--- config.mk ---
export PLATFORM = sky130hd
export DESIGN_NAME = keypad_scanner
export DESIGN_NICKNAME = d
export VERILOG_FILES = /design/src/rtl/keypad_pkg.sv /design/src/rtl/keypad_scanner_sync_2ff.sv /design/src/rtl/keypad_scanner.sv
export SDC_FILE = /design/constraint.sdc
export NUM_CORES = 1
export LEC_CHECK = 0
export BUFFER_PORTS_ARGS = -buffer_cell sky130_fd_sc_hd__buf_2
export CAP_MARGIN = 10
export CORE_MARGIN = 2
export CORE_UTILIZATION = 25
export CTS_BUF_LIST = sky130_fd_sc_hd__clkbuf_8
export DETAILED_ROUTE_END_ITERATION = 8
export SYNTH_ARGS = -nofsm -noshare
export SYNTH_HDL_FRONTEND = slang
export SYNTH_SLANG_ARGS = --single-unit
--- constraint.sdc ---
create_clock -name clk -period 4.2 [get_ports clk]
set_clock_uncertainty 0.2 [all_clocks]
set_input_delay 0.21 -clock clk [delete_from_list [all_inputs] [get_ports clk]]
set_output_delay 0.21 -clock clk [all_outputs]
set_load 0.01 [all_outputs]
--- src/rtl/keypad_pkg.sv ---
// -----------------------------------------------------------------------------
// keypad_pkg
// Shared types and helpers for the 4x4 hex keypad scanner.
//   kp_state_t   : scanner FSM states
//   ROW_IDLE     : row pattern with no key pressed (rows are active-low)
//   keymap()     : (row, column) -> hex key code
//   onehot0_low(): true when exactly one row bit is low
//   low_row_idx(): index of the lowest low row bit
// -----------------------------------------------------------------------------
package keypad_pkg;

    typedef enum logic [2:0] {
        SCAN      = 3'd0,
        DEB_PRESS = 3'd1,
        HELD      = 3'd2,
        WAIT_REL  = 3'd3,
        DEB_REL   = 3'd4
    } kp_state_t;

    localparam logic [3:0] ROW_IDLE = 4'hF;

    // Physical key legend, row-major:
    //   r0: 1 2 3 A / r1: 4 5 6 B / r2: 7 8 9 C / r3: 0 F E D
    function automatic logic [3:0] keymap(input logic [1:0] row_idx,
                                          input logic [1:0] col_idx);
        logic [3:0] code;
        case ({row_idx, col_idx})
            4'h0: code = 4'h1;
            4'h1: code = 4'h2;
            4'h2: code = 4'h3;
            4'h3: code = 4'hA;
            4'h4: code = 4'h4;
            4'h5: code = 4'h5;
            4'h6: code = 4'h6;
            4'h7: code = 4'hB;
            4'h8: code = 4'h7;
            4'h9: code = 4'h8;
            4'hA: code = 4'h9;
            4'hB: code = 4'hC;
            4'hC: code = 4'h0;
            4'hD: code = 4'hF;
            4'hE: code = 4'hE;
            default: code = 4'hD;
        endcase
        return code;
    endfunction

    function automatic bit onehot0_low(input logic [3:0] row);
        case (row)
            4'b1110, 4'b1101, 4'b1011, 4'b0111: return 1'b1;
            default:                            return 1'b0;
        endcase
    endfunction

    function automatic logic [1:0] low_row_idx(input logic [3:0] row);
        if (!row[0])      return 2'd0;
        else if (!row[1]) return 2'd1;
        else if (!row[2]) return 2'd2;
        else              return 2'd3;
    endfunction

endpackage

--- src/rtl/keypad_scanner_sync_2ff.sv ---
// -----------------------------------------------------------------------------
// sync_2ff
// Generic two-flop synchronizer for signals asynchronous to clk.
//   clk    : destination clock
//   rst_n  : asynchronous active-low reset, flops load RST_VAL
//   i_d    : asynchronous input bus
//   o_q    : synchronized output bus (2-cycle latency)
// -----------------------------------------------------------------------------
module sync_2ff #(
    parameter int             W       = 1,
    parameter logic [W-1:0]   RST_VAL = '0
) (
    input  logic         clk,
    input  logic         rst_n,
    input  logic [W-1:0] i_d,
    output logic [W-1:0] o_q
);

    logic [W-1:0] r_meta;
    logic [W-1:0] r_sync;

    always_ff @(posedge clk or negedge rst_n) begin
        if (!rst_n) begin
            r_meta <= RST_VAL;
            r_sync <= RST_VAL;
        end else begin
            r_meta <= i_d;
            r_sync <= r_meta;
        end
    end

    assign o_q = r_sync;

endmodule

--- src/rtl/keypad_scanner.sv ---
// -----------------------------------------------------------------------------
// keypad_scanner
// Scans a 4x4 hex keypad (column drive, row sense) and emits one debounced
// key event per physical press.
//   clk       : system clock
//   rst_n     : asynchronous active-low reset
//   row_n     : keypad rows, active-low, asynchronous to clk
//   col_n     : column drive, active-low, exactly one bit low
//   key_code  : hex code of the last accepted key
//   key_valid : one-cycle pulse when key_code updates
//   key_held  : high from accept until the release is debounced
// Scan/debounce flow: SCAN walks the columns, evaluating rows once per slot.
// A non-idle row pattern freezes the column and must stay identical for
// DEBOUNCE_CYC cycles; single-row patterns are accepted (HELD), multi-row
// patterns are swallowed (WAIT_REL). Release must be idle for DEBOUNCE_CYC
// cycles before scanning resumes at the next column.
// -----------------------------------------------------------------------------
module keypad_scanner
    import keypad_pkg::*;
#(
    parameter int SCAN_DIV     = 27000,
    parameter int DEBOUNCE_CYC = 270000
) (
    input  logic       clk,
    input  logic       rst_n,
    input  logic [3:0] row_n,
    output logic [3:0] col_n,
    output logic [3:0] key_code,
    output logic       key_valid,
    output logic       key_held
);

    localparam int SW = $clog2(SCAN_DIV);
    localparam int DW = $clog2(DEBOUNCE_CYC);
    localparam logic [SW-1:0] SCAN_LAST = SW'(SCAN_DIV - 1);
    localparam logic [DW-1:0] DEB_LAST  = DW'(DEBOUNCE_CYC - 1);

    logic [3:0] w_row_s;

    sync_2ff #(.W(4), .RST_VAL(ROW_IDLE)) u_row_sync (
        .clk   (clk),
        .rst_n (rst_n),
        .i_d   (row_n),
        .o_q   (w_row_s)
    );

    kp_state_t      r_state,     w_state;
    logic [SW-1:0]  r_scnt,      w_scnt;
    logic [DW-1:0]  r_dcnt,      w_dcnt;
    logic [1:0]     r_col_idx,   w_col_idx;
    logic [3:0]     r_rpat,      w_rpat;
    logic [3:0]     r_key_code,  w_key_code;
    logic           r_key_valid, w_key_valid;
    logic           r_key_held,  w_key_held;
    logic           w_tick;

    always_comb begin
        w_state     = r_state;
        w_scnt      = r_scnt;
        w_dcnt      = r_dcnt;
        w_col_idx   = r_col_idx;
        w_rpat      = r_rpat;
        w_key_code  = r_key_code;
        w_key_valid = 1'b0;
        w_key_held  = r_key_held;
        w_tick      = (r_scnt == SCAN_LAST);

        case (r_state)
            SCAN: begin
                // Rows are only looked at once the column has settled a full slot.
                if (w_tick) begin
                    w_scnt = '0;
                    if (w_row_s == ROW_IDLE) begin
                        w_col_idx = r_col_idx + 2'd1;
                    end else begin
                        w_rpat  = w_row_s;
                        w_dcnt  = '0;
                        w_state = DEB_PRESS;
                    end
                end else begin
                    w_scnt = r_scnt + SW'(1);
                end
            end
            DEB_PRESS: begin
                if (w_row_s != r_rpat) begin
                    // Pattern changed: treat as a glitch, rescan the same column.
                    w_state = SCAN;
                    w_scnt  = '0;
                end else if (r_dcnt == DEB_LAST) begin
                    if (onehot0_low(r_rpat)) begin
                        w_key_code  = keymap(low_row_idx(r_rpat), r_col_idx);
                        w_key_valid = 1'b1;
                        w_key_held  = 1'b1;
                        w_state     = HELD;
                    end else begin
                        w_state = WAIT_REL;
                    end
                end else begin
                    w_dcnt = r_dcnt + DW'(1);
                end
            end
            HELD, WAIT_REL: begin
                if (w_row_s == ROW_IDLE) begin
                    w_dcnt  = '0;
                    w_state = DEB_REL;
                end
            end
            DEB_REL: begin
                // key_held remembers whether we came from HELD or WAIT_REL.
                if (w_row_s != ROW_IDLE) begin
                    w_state = r_key_held ? HELD : WAIT_REL;
                end else if (r_dcnt == DEB_LAST) begin
                    w_key_held = 1'b0;
                    w_col_idx  = r_col_idx + 2'd1;
                    w_scnt     = '0;
                    w_state    = SCAN;
                end else begin
                    w_dcnt = r_dcnt + DW'(1);
                end
            end
            default: begin
                w_state = SCAN;
                w_scnt  = '0;
            end
        endcase
    end

    always_ff @(posedge clk or negedge rst_n) begin
        if (!rst_n) begin
            r_state     <= SCAN;
            r_scnt      <= '0;
            r_dcnt      <= '0;
            r_col_idx   <= 2'd0;
            r_rpat      <= ROW_IDLE;
            r_key_code  <= 4'h0;
            r_key_valid <= 1'b0;
            r_key_held  <= 1'b0;
        end else begin
            r_state     <= w_state;
            r_scnt      <= w_scnt;
            r_dcnt      <= w_dcnt;
            r_col_idx   <= w_col_idx;
            r_rpat      <= w_rpat;
            r_key_code  <= w_key_code;
            r_key_valid <= w_key_valid;
            r_key_held  <= w_key_held;
        end
    end

    assign col_n     = ~(4'b0001 << r_col_idx);
    assign key_code  = r_key_code;
    assign key_valid = r_key_valid;
    assign key_held  = r_key_held;

endmodule
==> metrics.cfg <==
[route]
wl_um=7590
first_pass_iters=5
ant_nets=0
vias_per_cell=5.10
num_vias=2716
wl_per_cell_um=14.2
drtIter0Drc=233
drc=0

[global_routing]
grt_pass1_vias=2650
grt_max_degree=58
grt-ovfl-total=0
antenna_found_initial=0
gr-usage-all-layers_pct=11.5
grt_first_pass_wirelength_um=13200

[yosys]
syn_nets=350
synth_area_um2=3320
ys_ff_latch=57
synthTopCellsByCount=dfrtp_1 (45), o21ai_0 (24), nand2_1 (23)
yosys_most_used_dff=dfrtp_1
synth_edf_count=0
yosysWarnings=0
yosysTopAreaCellShare_pct=33.9
synth_most_common_cell=dfrtp_1
synth_compound_area_share_pct=22.0
syn_inst=336
synth_xor_area_share_pct=2.34
synth_top_family_by_area=compound AO/OA/AOI/OAI gates
synthAdderAreaFrac_pct=3.01
synth.distinct_cells=68
yosysSeqAreaShare_pct=43.4
synthArstFlopShare_pct=100
synth_mux_area_share_pct=4.82
synthSimpleGateAreaFrac_pct=19.7
synth_largest_area_cell=dfrtp_1
avgSynthCellArea_um2=9.89
synth_area_leaders=dfrtp_1 (34%), dfstp_2 (9.5%), o21ai_0 (3.6%)

[die]
design.die.area_um2=14200
rows=42
dieWidth_um=119
die_y_um=119
core-area_um2=13100
start_util_pct=25.4
io_pins=16

[critical_path]
cp_num_buf_inv=0
slowest_stage=or4_1
critical_path_class=register to register
worstPathMaxFanout=20
r2r_cells=5
cp-start-kind=register
crit_arrival_ps=2900
crit_cells=5
path_cells=xnor2_1, nand3_1, or4_1, a21o_1, a211o_1
endpoint_kind=register
max_stage_delay_ps=880
cp.required_ps=4230
crit_family=simple AND/OR/NAND/NOR gates

[sta]
finalWorstSetupSlack_ps=1330
worst_slew_pin_slew_ps=980
hold_slack_ps=156
fin_crit_ps=2870
maxSlewViolCount=0
fmax_ghz=0.349
fin_crit_sh_pct=68.3
max-slew-margin-rel_pct=34.6
setup_tns_ps=0
finalHoldViolations=0
rsz0062_at_grt=false
finalSetupViolations=0

[cts]
ctsRootBufferMaster=clkbuf_8
clock_latency_ps=350
cts_resized=0
cts.sinks=57
clockBufferDepth=2
cts_setup_buffers=0
cts_buffers=9
hold_buffers=5
cts_tree=built
htreeDepth=3
path_clk_slew_ps=70

[power_and_ir_drop]
vdd.ir_drop.worst_uv=172
p_leak_nw=1.56
total_power_mw=1.15
p_per_area_nw_per_um2=303

[placement]
pre_cts_slack_ps=1360
dp_hpwl_um=5140
portBuffers=15
gp_congestion=0.854

[cells_and_area]
seq_area_um2=1440
utilization_pct=29.1
nFillCells=1335
drive_above_1_share_pct=19.3
antenna_cells=0
multi_input_area_um2=1720
final_nets=366
syn_to_final_growth_pct=14.6

[outcome]
outcome=completed

[hold_path]
hp-class=register to register
whs_path_depth=0

[run]
drv_cap=0

## where the power goes
part           leakage [nW]  total [mW]  internal, mW  switching, mW
Sequential            0.740       0.559         0.556        0.00291
Combinational         0.713      0.0226       0.00757         0.0151
Clock                 0.109       0.573         0.333          0.240
## layout make-up
| type | count | area share, % |
|---|---|---|
| timing repair buffer | 21 | 3.48 |
| sequential | 57 | 37.9 |
| tap | 176 | 5.78 |
| inverter | 19 | 1.87 |
| multi-input combinational | 244 | 45.3 |
| clock inverter | 7 | 2.50 |
| clock buffer | 9 | 3.25 |
## cells in the final DEF, fill, tap and decap left out, types with 3 or more instances in the layout
| cell type | netlist | final |
|---|---|---|
| a211o_1 | 3 | 3 |
| a211oi_1 | 5 | 5 |
| a21boi_0 | 6 | 6 |
| a21o_1 | 3 | 3 |
| a21oi_1 | 16 | 16 |
| a2bb2oi_1 | 6 | 6 |
| a31oi_1 | 10 | 10 |
| a41oi_1 | 3 | 3 |
| and3_1 | 6 | 6 |
| and4_1 | 3 | 3 |
| buf_2 | 6 | 15 |
| clkbuf_8 | 0 | 9 |
| dfrtp_1 | 45 | 45 |
| dfstp_2 | 12 | 12 |
| dlygate4sd3_1 | 0 | 5 |
| ha_1 | 8 | 8 |
| inv_1 | 19 | 19 |
| mux2_2 | 4 | 4 |
| mux2_4 | 5 | 5 |
| mux2i_1 | 4 | 4 |
| nand2_1 | 23 | 23 |
| nand2b_1 | 4 | 4 |
| nand3_1 | 13 | 13 |
| nand4_1 | 8 | 8 |
| nand4b_1 | 4 | 4 |
| nor2_1 | 14 | 14 |
| nor3_1 | 8 | 8 |
| nor4_1 | 5 | 5 |
| o21ai_0 | 24 | 24 |
| o22a_1 | 7 | 7 |
| o22ai_1 | 3 | 3 |
| xnor2_1 | 6 | 6 |
## worst reg2reg max path: cells and delay by family, from the launching register on
| family | cells | cell delay, ps |
|---|---|---|
| compound gates | 2 | 770 |
| flops | 1 | 630 |
| simple gates | 2 | 1020 |
| xor+xnor | 1 | 140 |
## registers in the layout, indices dropped and copies added (netlist names)
register and cells:
u_row_sync.r_meta 4, r_state 3, u_row_sync.o_q 4, key_valid 1
r_scnt 15, r_dcnt 19, r_rpat 4, key_code 4
r_col_idx 2, key_held 1
## logic make-up after synthesis
group,count (synthesis)
buf+inv,35
xor+xnor,8
compound gates,106
flops,57
mux,13
simple gates,109
fa+ha+maj,8
## worst paths after layout
kind | from | end | slack, ps
worst max-delay path | r_rpat[1] | r_dcnt[3] | 1330
worst min-delay path | u_row_sync.r_meta[2] | u_row_sync.o_q[2] | 160
worst max register to register | r_rpat[1] | r_dcnt[3] | 1330
worst min register to register | u_row_sync.r_meta[2] | u_row_sync.o_q[2] | 160
max in group asynchronous | rst_n | r_scnt[4] | 2950
min in group asynchronous | rst_n | r_dcnt[16] | 360
## stage by stage
step / cell area [um^2] / cells
2_1_floorplan: 3320 / 336
3_3_place_gp: 3540 / 512
3_5_place_dp: 3540 / 512
4_1_cts: 3810 / 533
5_1_grt: 3810 / 533
6_report: 3810 / 533
## per-layer routing
layer,vias up,share of wire (%),GRT usage [%]
met5,-,0,0
met3,9,3.6,3.21
met1,1344,48,15.3
li1,1295,-,-
met2,68,47,18.0
met4,0,1.2,3.79
No activity file was read; power rests on OpenSTA's default activity.
